$ cat src/rtl/seg7_pkg.sv
// Shared constants, state encoding and slot-decode helpers for the
// six-digit multiplexed seven-segment scan driver.
package seg7_pkg;

    localparam logic [6:0] SEG_OFF    = 7'h7F;
    localparam int         NUM_DIGITS = 6;
    localparam logic [5:0] ANODES_OFF = 6'h3F;

    typedef enum logic {
        ST_BLANK = 1'b0,
        ST_DRIVE = 1'b1
    } scan_state_t;

    typedef logic [2:0] slot_t;

    function automatic logic [5:0] anode_mask(input slot_t slot);
        case (slot)
            3'd0:    anode_mask = 6'b111110;
            3'd1:    anode_mask = 6'b111101;
            3'd2:    anode_mask = 6'b111011;
            3'd3:    anode_mask = 6'b110111;
            3'd4:    anode_mask = 6'b101111;
            3'd5:    anode_mask = 6'b011111;
            default: anode_mask = ANODES_OFF;
        endcase
    endfunction

    // Snapshot layout is {digits_2, digits_1, digits_0}, low digit first.
    function automatic logic [6:0] slot_pattern(input logic [41:0] snap, input slot_t slot);
        case (slot)
            3'd0:    slot_pattern = snap[6:0];
            3'd1:    slot_pattern = snap[13:7];
            3'd2:    slot_pattern = snap[20:14];
            3'd3:    slot_pattern = snap[27:21];
            3'd4:    slot_pattern = snap[34:28];
            3'd5:    slot_pattern = snap[41:35];
            default: slot_pattern = SEG_OFF;
        endcase
    endfunction

endpackage

$ cat src/rtl/seg7_scan_driver_if.sv
// Bundle of digit inputs and display outputs of the scan driver.
interface seg7_scan_driver_if;
    import seg7_pkg::*;

    logic [13:0] digits_0;
    logic [13:0] digits_1;
    logic [13:0] digits_2;
    logic        overload;
    logic [6:0]  segments;
    logic        dp;
    logic [5:0]  anodes;
    logic        frame_start;

    modport master (
        output digits_0, digits_1, digits_2, overload,
        input  segments, dp, anodes, frame_start
    );

    modport slave (
        input  digits_0, digits_1, digits_2, overload,
        output segments, dp, anodes, frame_start
    );

endinterface

$ cat src/rtl/seg7_scan_driver_tick.sv
// Free-running slot-position counter; tick marks the last cycle of a slot.
module tick_divider #(
    parameter int CLK_DIV = 50000,
    parameter int COUNT_W = $clog2(CLK_DIV)
) (
    input  logic               clock,
    input  logic               reset,
    output logic [COUNT_W-1:0] count,
    output logic               tick
);

    assign tick = (count == COUNT_W'(CLK_DIV - 1));

    // Position within the current slot, wrapping at CLK_DIV.
    always_ff @(posedge clock) begin
        if (!reset) begin
            count <= {COUNT_W{1'b0}};
        end else if (tick) begin
            count <= {COUNT_W{1'b0}};
        end else begin
            count <= count + {{(COUNT_W-1){1'b0}}, 1'b1};
        end
    end

endmodule

$ cat src/rtl/seg7_scan_driver.sv
// Six-slot multiplexed seven-segment scanner with per-frame input snapshot,
// leading blanking in every slot and overload blink on the answer digits.
module seg7_scan_driver
    import seg7_pkg::*;
#(
    parameter int CLK_DIV      = 50000,
    parameter int BLANK_CYCLES = 500,
    parameter int BLINK_FRAMES = 64
) (
    input  logic                 clock,
    input  logic                 reset,
    seg7_scan_driver_if.slave    bus
);

    localparam int COUNT_W = $clog2(CLK_DIV);
    localparam int BLINK_W = (BLINK_FRAMES > 1) ? $clog2(BLINK_FRAMES) : 1;

    logic [COUNT_W-1:0] pos_s;
    logic               slot_end_s;
    logic               frame_edge_s;
    logic [6:0]         drive_seg_s;
    logic               drive_dp_s;

    slot_t              slot_r;
    scan_state_t        state_r;
    logic [41:0]        snap_digits_r;
    logic               snap_ovl_r;
    logic [BLINK_W-1:0] blink_cnt_r;
    logic               blink_on_r;
    logic [6:0]         segments_r;
    logic               dp_r;
    logic [5:0]         anodes_r;
    logic               frame_start_r;

    tick_divider #(
        .CLK_DIV (CLK_DIV),
        .COUNT_W (COUNT_W)
    ) u_tick (
        .clock (clock),
        .reset (reset),
        .count (pos_s),
        .tick  (slot_end_s)
    );

    // pos_s/slot_r describe the cycle being loaded into the output registers.
    assign frame_edge_s = (pos_s == {COUNT_W{1'b0}}) && (slot_r == 3'd0);

    // Slot index advances on the last cycle of each slot.
    always_ff @(posedge clock) begin
        if (!reset) begin
            slot_r <= 3'd0;
        end else if (slot_end_s) begin
            slot_r <= (slot_r == 3'(NUM_DIGITS - 1)) ? 3'd0 : slot_r + 3'd1;
        end else begin
            slot_r <= slot_r;
        end
    end

    // Frame snapshot and blink phase; the first overloaded frame starts in the on phase.
    always_ff @(posedge clock) begin
        if (!reset) begin
            snap_digits_r <= {42{1'b1}};
            snap_ovl_r    <= 1'b0;
            blink_cnt_r   <= {BLINK_W{1'b0}};
            blink_on_r    <= 1'b1;
        end else if (frame_edge_s) begin
            snap_digits_r <= {bus.digits_2, bus.digits_1, bus.digits_0};
            snap_ovl_r    <= bus.overload;
            if (!bus.overload) begin
                blink_cnt_r <= {BLINK_W{1'b0}};
                blink_on_r  <= 1'b1;
            end else if (snap_ovl_r) begin
                if (blink_cnt_r == BLINK_W'(BLINK_FRAMES - 1)) begin
                    blink_cnt_r <= {BLINK_W{1'b0}};
                    blink_on_r  <= ~blink_on_r;
                end else begin
                    blink_cnt_r <= blink_cnt_r + {{(BLINK_W-1){1'b0}}, 1'b1};
                    blink_on_r  <= blink_on_r;
                end
            end else begin
                blink_cnt_r <= blink_cnt_r;
                blink_on_r  <= blink_on_r;
            end
        end else begin
            snap_digits_r <= snap_digits_r;
            snap_ovl_r    <= snap_ovl_r;
            blink_cnt_r   <= blink_cnt_r;
            blink_on_r    <= blink_on_r;
        end
    end

    // DRIVE-state segment and decimal-point values for the current slot.
    always_comb begin
        drive_seg_s = slot_pattern(snap_digits_r, slot_r);
        drive_dp_s  = 1'b1;
        if (snap_ovl_r && !blink_on_r && (slot_r >= 3'd4)) begin
            drive_seg_s = SEG_OFF;
        end else begin
            drive_seg_s = slot_pattern(snap_digits_r, slot_r);
        end
        if (snap_ovl_r && (slot_r == 3'd5)) begin
            drive_dp_s = 1'b0;
        end else begin
            drive_dp_s = 1'b1;
        end
    end

    // BLANK/DRIVE FSM with registered display outputs.
    always_ff @(posedge clock) begin
        if (!reset) begin
            state_r       <= ST_BLANK;
            segments_r    <= SEG_OFF;
            dp_r          <= 1'b1;
            anodes_r      <= ANODES_OFF;
            frame_start_r <= 1'b0;
        end else begin
            frame_start_r <= frame_edge_s;
            case (state_r)
                ST_BLANK: begin
                    if (pos_s == COUNT_W'(BLANK_CYCLES)) begin
                        state_r    <= ST_DRIVE;
                        segments_r <= drive_seg_s;
                        dp_r       <= drive_dp_s;
                        anodes_r   <= anode_mask(slot_r);
                    end else begin
                        state_r    <= ST_BLANK;
                        segments_r <= SEG_OFF;
                        dp_r       <= 1'b1;
                        anodes_r   <= ANODES_OFF;
                    end
                end
                ST_DRIVE: begin
                    if (pos_s == {COUNT_W{1'b0}}) begin
                        state_r    <= ST_BLANK;
                        segments_r <= SEG_OFF;
                        dp_r       <= 1'b1;
                        anodes_r   <= ANODES_OFF;
                    end else begin
                        state_r    <= ST_DRIVE;
                        segments_r <= drive_seg_s;
                        dp_r       <= drive_dp_s;
                        anodes_r   <= anode_mask(slot_r);
                    end
                end
                default: begin
                    state_r    <= ST_BLANK;
                    segments_r <= SEG_OFF;
                    dp_r       <= 1'b1;
                    anodes_r   <= ANODES_OFF;
                end
            endcase
        end
    end

    assign bus.segments    = segments_r;
    assign bus.dp          = dp_r;
    assign bus.anodes      = anodes_r;
    assign bus.frame_start = frame_start_r;

endmodule

$ cat src/flat_wrapper.sv
// flat-port wrapper written by rule: the top's interface ports become plain ports
module seg7_scan_driver_flat import seg7_pkg::*;
#(
    parameter int CLK_DIV      = 50000,
    parameter int BLANK_CYCLES = 500,
    parameter int BLINK_FRAMES = 64
)
  (clock, reset, bus_digits_0, bus_digits_1, bus_digits_2, bus_overload, bus_segments, bus_dp, bus_anodes, bus_frame_start);
  seg7_scan_driver_if bus_i ();
  input  logic clock;
  input  logic reset;
  input wire logic [$bits(bus_i.digits_0)-1:0] bus_digits_0;
  input wire logic [$bits(bus_i.digits_1)-1:0] bus_digits_1;
  input wire logic [$bits(bus_i.digits_2)-1:0] bus_digits_2;
  input wire logic [$bits(bus_i.overload)-1:0] bus_overload;
  output wire logic [$bits(bus_i.segments)-1:0] bus_segments;
  output wire logic [$bits(bus_i.dp)-1:0] bus_dp;
  output wire logic [$bits(bus_i.anodes)-1:0] bus_anodes;
  output wire logic [$bits(bus_i.frame_start)-1:0] bus_frame_start;
  assign bus_i.digits_0 = bus_digits_0;
  assign bus_i.digits_1 = bus_digits_1;
  assign bus_i.digits_2 = bus_digits_2;
  assign bus_i.overload = bus_overload;
  assign bus_segments = bus_i.segments;
  assign bus_dp = bus_i.dp;
  assign bus_anodes = bus_i.anodes;
  assign bus_frame_start = bus_i.frame_start;
  seg7_scan_driver #(.CLK_DIV(CLK_DIV), .BLANK_CYCLES(BLANK_CYCLES), .BLINK_FRAMES(BLINK_FRAMES)) u_core (.clock(clock), .reset(reset), .bus(bus_i));
endmodule
$ cat config.mk
export PLATFORM = sky130hd
export DESIGN_NAME = seg7_scan_driver_flat
export DESIGN_NICKNAME = d
export VERILOG_FILES = /design/src/rtl/seg7_pkg.sv /design/src/rtl/seg7_scan_driver_if.sv /design/src/rtl/seg7_scan_driver_tick.sv /design/src/rtl/seg7_scan_driver.sv /design/src/flat_wrapper.sv
export SDC_FILE = /design/constraint.sdc
export NUM_CORES = 1
export LEC_CHECK = 0
export ABC_CLOCK_PERIOD_IN_PS = 3800
export BUFFER_PORTS_ARGS = -buffer_cell sky130_fd_sc_hd__buf_2
export CORE_UTILIZATION = 60
export DETAILED_ROUTE_END_ITERATION = 7
export PLACE_DENSITY = 0.84
export SYNTH_ARGS = -nofsm -noshare
export SYNTH_HDL_FRONTEND = slang
export SYNTH_SLANG_ARGS = --single-unit
$ cat constraint.sdc
create_clock -name clock -period 3.8 [get_ports clock]
set_input_delay 0.19 -clock clock [delete_from_list [all_inputs] [get_ports clock]]
set_output_delay 0.19 -clock clock [all_outputs]
set_load 0.005 [all_outputs]
* After elaboration in Yosys (flattened, before gate mapping)
Cells that the tools add are included.
Operators by class: add/subtract/negate cells 3, order comparisons 1, equal/unequal tests 10, mux-type cells 23, bitwise logic cells 3, reduce and logical (&&, ||, !) cells 10
Operators by type and width (number):
- 7-bit one-hot mux with 6 select lines | 1
- 6-bit one-hot mux with 6 select lines | 1
- 6-bit two-way mux | 5
- 7-bit two-way mux | 3
- 16-bit by 1-bit adder with 16-bit output, second input constant | 1
- 16-bit == test, second input constant | 1
- 16-bit by 9-bit == test with 1-bit output, second input constant | 1
- 16-bit logical NOT | 1
- 7-bit one-hot mux with 2 select lines | 1
- 6-bit one-hot mux with 2 select lines | 1
- 1-bit two-way mux | 8
- 6-bit by 1-bit adder with 6-bit output, second input constant | 1
- 3-bit by 2-bit == test with 1-bit output, second input constant | 2
- 3-bit == test, second input constant | 2
- 6-bit == test, second input constant | 1
- 1-bit logical AND | 4
- 2-bit by 1-bit != test with 1-bit output, second input constant | 2
- 1-bit one-hot mux with 2 select lines | 2
- 3-bit by 1-bit adder with 3-bit output, second input constant | 1
- 3-bit by 1-bit == test with 1-bit output, second input constant | 1
- 3-bit >= comparator, second input constant | 1
- 3-bit logical NOT | 1
- 3-bit two-way mux | 1
- 1-bit NOT | 3
- other kinds (4) | 4
Storage, ports and cells: flip-flop bits (word level) 85, output and inout port bits 15, word-level logic and storage cells 61

* Longest topological paths before layout
depth after elaboration 6, mapped depth 8, gate-level depth less buffers 5

* Modules after synthesis
From an unflattened synthesis, not the netlist that was laid out.
Unflattened totals: cells, all modules 441, area, all modules 3877.5 µm²
By module, submodules not included:
- seg7_scan_driver | instances 1, cells each 362, area each 3088.0 µm², seq. area each 1381.3 µm²
- tick_divider | instances 1, cells each 79, area each 789.5 µm², seq. area each 320.3 µm²

* Worst setup path after synthesis
OpenSTA, ideal clock, no wires.
kind register to register, start reg u_core.u_tick.count[4], end reg u_core.u_tick.count[13], arrival time 2.034 ns, path slack 1.648 ns, stages on the path, launching flop included 8, period minus slack after synthesis 2.152 ns, cells stage by stage dfxtp_1 > buf_4 > or4_1 > or4_1 > buf_2 > o21ai_1 > buf_2 > nor2_1
Between the ends: word-level cells in the longest chain between the ends 2
RTL lines:
- start: declaration | line seg7_scan_driver_tick.sv:8 | output logic [COUNT_W-1:0] count,
- start signal: assignment | line seg7_scan_driver_tick.sv:17 | count <= {COUNT_W{1'b0}};
- start signal: assignment | line seg7_scan_driver_tick.sv:19 | count <= {COUNT_W{1'b0}};
- start signal: assignment | line seg7_scan_driver_tick.sv:21 | count <= count + {{(COUNT_W-1){1'b0}}, 1'b1};
- parallel branches: the longest is 2 deep, another holds 16-bit by 1-bit adder with 16-bit output
Several ways; the timed one is not identified. A chain may end at the register's enable or synchronous reset.

* Worst setup path after layout
start reg u_core.slot_r[0], end reg u_core.blink_on_r
Between the ends: word-level cells in the longest chain between the ends 3
RTL lines:
- start: declaration | line seg7_scan_driver.sv:24 | slot_t slot_r;
- start signal: assignment | line seg7_scan_driver.sv:53 | slot_r <= (slot_r == 3'(NUM_DIGITS - 1)) ? 3'd0 : slot_r + 3'd1;
- start signal: assignment | line seg7_scan_driver.sv:55 | slot_r <= slot_r;
- 3-bit logical NOT | line seg7_scan_driver.sv:46 | assign frame_edge_s = (pos_s == {COUNT_W{1'b0}}) && (slot_r == 3'd0);
- 1-bit logical AND | line seg7_scan_driver.sv:46
- 3-bit AND reduction (no source line)
- end signal: assignment | line seg7_scan_driver.sv:75 | blink_on_r <= ~blink_on_r;
- end signal: assignment | line seg7_scan_driver.sv:78 | blink_on_r <= blink_on_r;
- end signal: assignment | line seg7_scan_driver.sv:82 | blink_on_r <= blink_on_r;
- end: declaration | line seg7_scan_driver.sv:29 | logic blink_on_r;
Every way passes these cells.

==> flow_metrics.env <==
export IMPL_ys_warn_count=0
export IMPL_final_period_utilization_pct=76.3
export IMPL_grt_overflow_total=0
export IMPL_worst_pin_slew_ps=753
export IMPL_cp_data_arrival_time_ps=3150
export IMPL_status="finished, final reports clean"
export IMPL_crit_fanout=38
export IMPL_min_path_cells=3
export IMPL_min_to="u_core.snap_digits_r[4]"
export IMPL_post_cts_buffers=0
export IMPL_clock_latency_ps=350
export IMPL_grt_pass1_vias=3046
export IMPL_synth_edf_count=0
export IMPL_clock_skew_ps=6.27
export IMPL_netSwitchingFraction_pct=25.7
export IMPL_num_nets_final=534
export IMPL_dieWidth_um=81.3
export IMPL_syn_area_per_cell_um2=8.43
export IMPL_path_clk_slew_ps=80
export IMPL_final_cell_mix="nand3_1, dfxtp_1, buf_2"
export IMPL_finalHoldViolations=0
export IMPL_r2r_end="u_core.blink_on_r"
export IMPL_track_usage_pct=29.0
export IMPL_critPathKind="flop to flop"
export IMPL_hold_slack_ps=63.8
export IMPL_power_switching_uw=491
export IMPL_io_pins=60
export IMPL_postCtsHoldBufs=0
export IMPL_utilization_pct=71.2
export IMPL_dr_total_vias=3557
export IMPL_synthTopCellsByArea="dfxtp_1, nand3_1, o21ai_0"
export IMPL_grt_max_degree=53
export IMPL_synth_top_area_share_pct=45.0
export IMPL_async_reset_ff_share_pct=0
export IMPL_cpMaxStageDelayCell="nor3_1"
export IMPL_antenna_found_initial=0
export IMPL_cp_top_family="simple AND/OR/NAND/NOR gates"
export IMPL_setup_tns_ps=0
export IMPL_rows=28
export IMPL_hp_start="bus_digits_0[4]"
export IMPL_grt_first_pass_wirelength_um=14800
export IMPL_cts_made_buffers=9
export IMPL_netlist_area_mm2=0.00378
export IMPL_core_mm2=0.00599
export IMPL_hp_class="primary input to flop"
export IMPL_worst_path_buf_inv=1
export IMPL_slew_viol_final=0
export IMPL_vias_per_cell=6.31
export IMPL_combPwrFrac_pct=12.6
export IMPL_start_util_pct=63.1
export IMPL_first_iter_violations=408
export IMPL_relSlewSlack_pct=49.6
export IMPL_dr_pass1_iters=6
export IMPL_drc=0
export IMPL_h_tree_depth=3
export IMPL_crit_chain="nor3_1, nand3_1, buf_4, or4_1, o31a_1"
export IMPL_seqPwrFrac_pct=51.9
export IMPL_max_cap_viol_count=0
export IMPL_die_h_um=81.3
export IMPL_io_buffer_count=59
export IMPL_synth_seq_cells=85
export IMPL_power_density_mw_per_mm2=449
export IMPL_syn_nets=498
export IMPL_cts_tree="built"
export IMPL_final_common_cell="nand3_1"
export IMPL_crit_path_start_kind="flop"
export IMPL_leakagePower_nw=1.61
export IMPL_reg2reg_depth=5
export IMPL_ff2ff_setup_slack_ps=900
export IMPL_place_gp_congestion=0.933
export IMPL_diodes=0
export IMPL_synth_cell_types=49
export IMPL_drt_wl_total_um=9050
export IMPL_period_needed_ps=2900
export IMPL_drive_gt1_share_pct=18.4
export IMPL_ant_nets=0
export IMPL_wl_per_cell_um=16.1
export IMPL_synth_seq_area_share_pct=45.0
export IMPL_synthCells=448
export IMPL_internal_power_mw=1.42
export IMPL_clock_sinks=85
export IMPL_critPathCaptureType="flop"
export IMPL_cts_max_path_buffers=2
export IMPL_syn_to_final_growth_pct=12.9
export IMPL_setup_viol=0
export IMPL_rsz0062_at_grt="no"
export IMPL_root_buffer="clkbuf_8"
export IMPL_irDropWorstVdd_mv=0.309
export IMPL_p_clk_share_pct=35.5
export IMPL_synth_largest_area_cell="dfxtp_1"
export IMPL_ys_flop_type="dfxtp_1"
export IMPL_dp_hpwl_um=6070
export IMPL_fmax_ghz=0.345
export IMPL_dieArea_mm2=0.00662
export IMPL_post_cts_resized=0
export IMPL_cp_required_ps=4050
export IMPL_r2r_start="u_core.slot_r[0]"
export IMPL_crit_path_max_incr_delay_ps=630
-- power by group through the flow --
| stage | logic [mW] | clock network (mW) | registers (mW) |
|---|---|---|---|
| after floorplan | 0.175 | 0 | 0.995 |
| after global placement | 0.230 | 0 | 1.01 |
| after detailed placement | 0.238 | 0 | 1.01 |
| after CTS | 0.239 | 0.682 | 0.991 |
| after global routing | 0.273 | 0.723 | 0.998 |
| final | 0.240 | 0.680 | 0.992 |
-- kinds of logic (layout without fill, tap and decap cells) --
group           Yosys count  count (layout)  synth area share (%)
simple gates            199             199                  28.2
flops                    85              85                  45.0
compound gates           91              91                  15.1
mux                       7               7                  1.99
fa+ha+maj                 5               5                  1.66
buf+inv                  48              89                  4.94
xor+xnor                 13              13                  3.01
-- sequential cells by signal (all words and copies together) (netlist names), 3 cells and up --
signal and count:
u_core.blink_cnt_r 6, u_core.bus.anodes 6, u_core.bus.segments 7, u_core.slot_r 3, u_core.snap_digits_r 42, u_core.u_tick.count 16
-- per-stage QoR --
stage | setup WS, ps | std cells | instance area (µm²) | power (mW)
finish | 902 | 564 | 4260 | 1.91
global route | 764 | 564 | 4260 | 1.99
CTS | 1040 | 564 | 4260 | 1.91
detailed placement | 1100 | 548 | 4060 | 1.25
global placement | 1230 | 548 | 4060 | 1.24
floorplan | 1650 | 448 | 3780 | 1.17
-- area by class of cell --
type | count | area (µm²)
tap | 75 | 93.8
fill | 473 | 1730
inverter | 8 | 30.0
sequential | 85 | 1700
multi-input combinational | 315 | 1890
clock inverter | 4 | 72.6
clock buffer | 12 | 135
timing repair buffer | 65 | 340
-- worst max-delay path by stage --
stage | startpoint | endpoint | slack [ps] | cells past startpoint
floorplan | u_core.u_tick.count[4] | u_core.u_tick.count[13] | 1650 | 7
CTS | u_core.slot_r[0] | u_core.blink_on_r | 1040 | 5
global route | u_core.slot_r[0] | u_core.blink_on_r | 760 | 5
detailed placement | u_core.slot_r[0] | u_core.blink_on_r | 1100 | 5
global placement | u_core.slot_r[0] | u_core.blink_on_r | 1230 | 5
finish | u_core.slot_r[0] | u_core.blink_on_r | 900 | 5
-- cells in the mapped netlist (4+ instances only) --
library cell  count
a21oi_1           5
a222oi_1          4
a22oi_1           6
a31oi_1           4
and2_1            6
and3_1            4
buf_1             4
clkbuf_1         33
dfxtp_1          85
ha_1              5
inv_1             8
mux2_2            4
nand2_1          10
nand3_1         101
nand3b_1          9
nand4_1          13
nor2_1           23
nor3_1            6
nor4_1            6
o21ai_0          52
or4_1             4
xnor2_1           6
xor2_1            7
-- worst register-to-register path: cells and delay by family, from the launching register on --
| kind | cells | cell delay, ps |
|---|---|---|
| compound gates | 1 | 110 |
| simple gates | 3 | 1740 |
| buf+inv | 1 | 430 |
| flops | 1 | 510 |
-- per-layer routing --
| layer | vias to the layer above | GRT usage, % | wire (µm) |
|---|---|---|---|
| li1 | 1722 | - | - |
| met1 | 1631 | 41.4 | 4030 |
| met2 | 185 | 43.6 | 4140 |
| met3 | 19 | 4.49 | 688 |
| met4 | 0 | 11.1 | 191 |
| met5 | - | 0 | 0 |
Power figures use the tool's default switching activity.
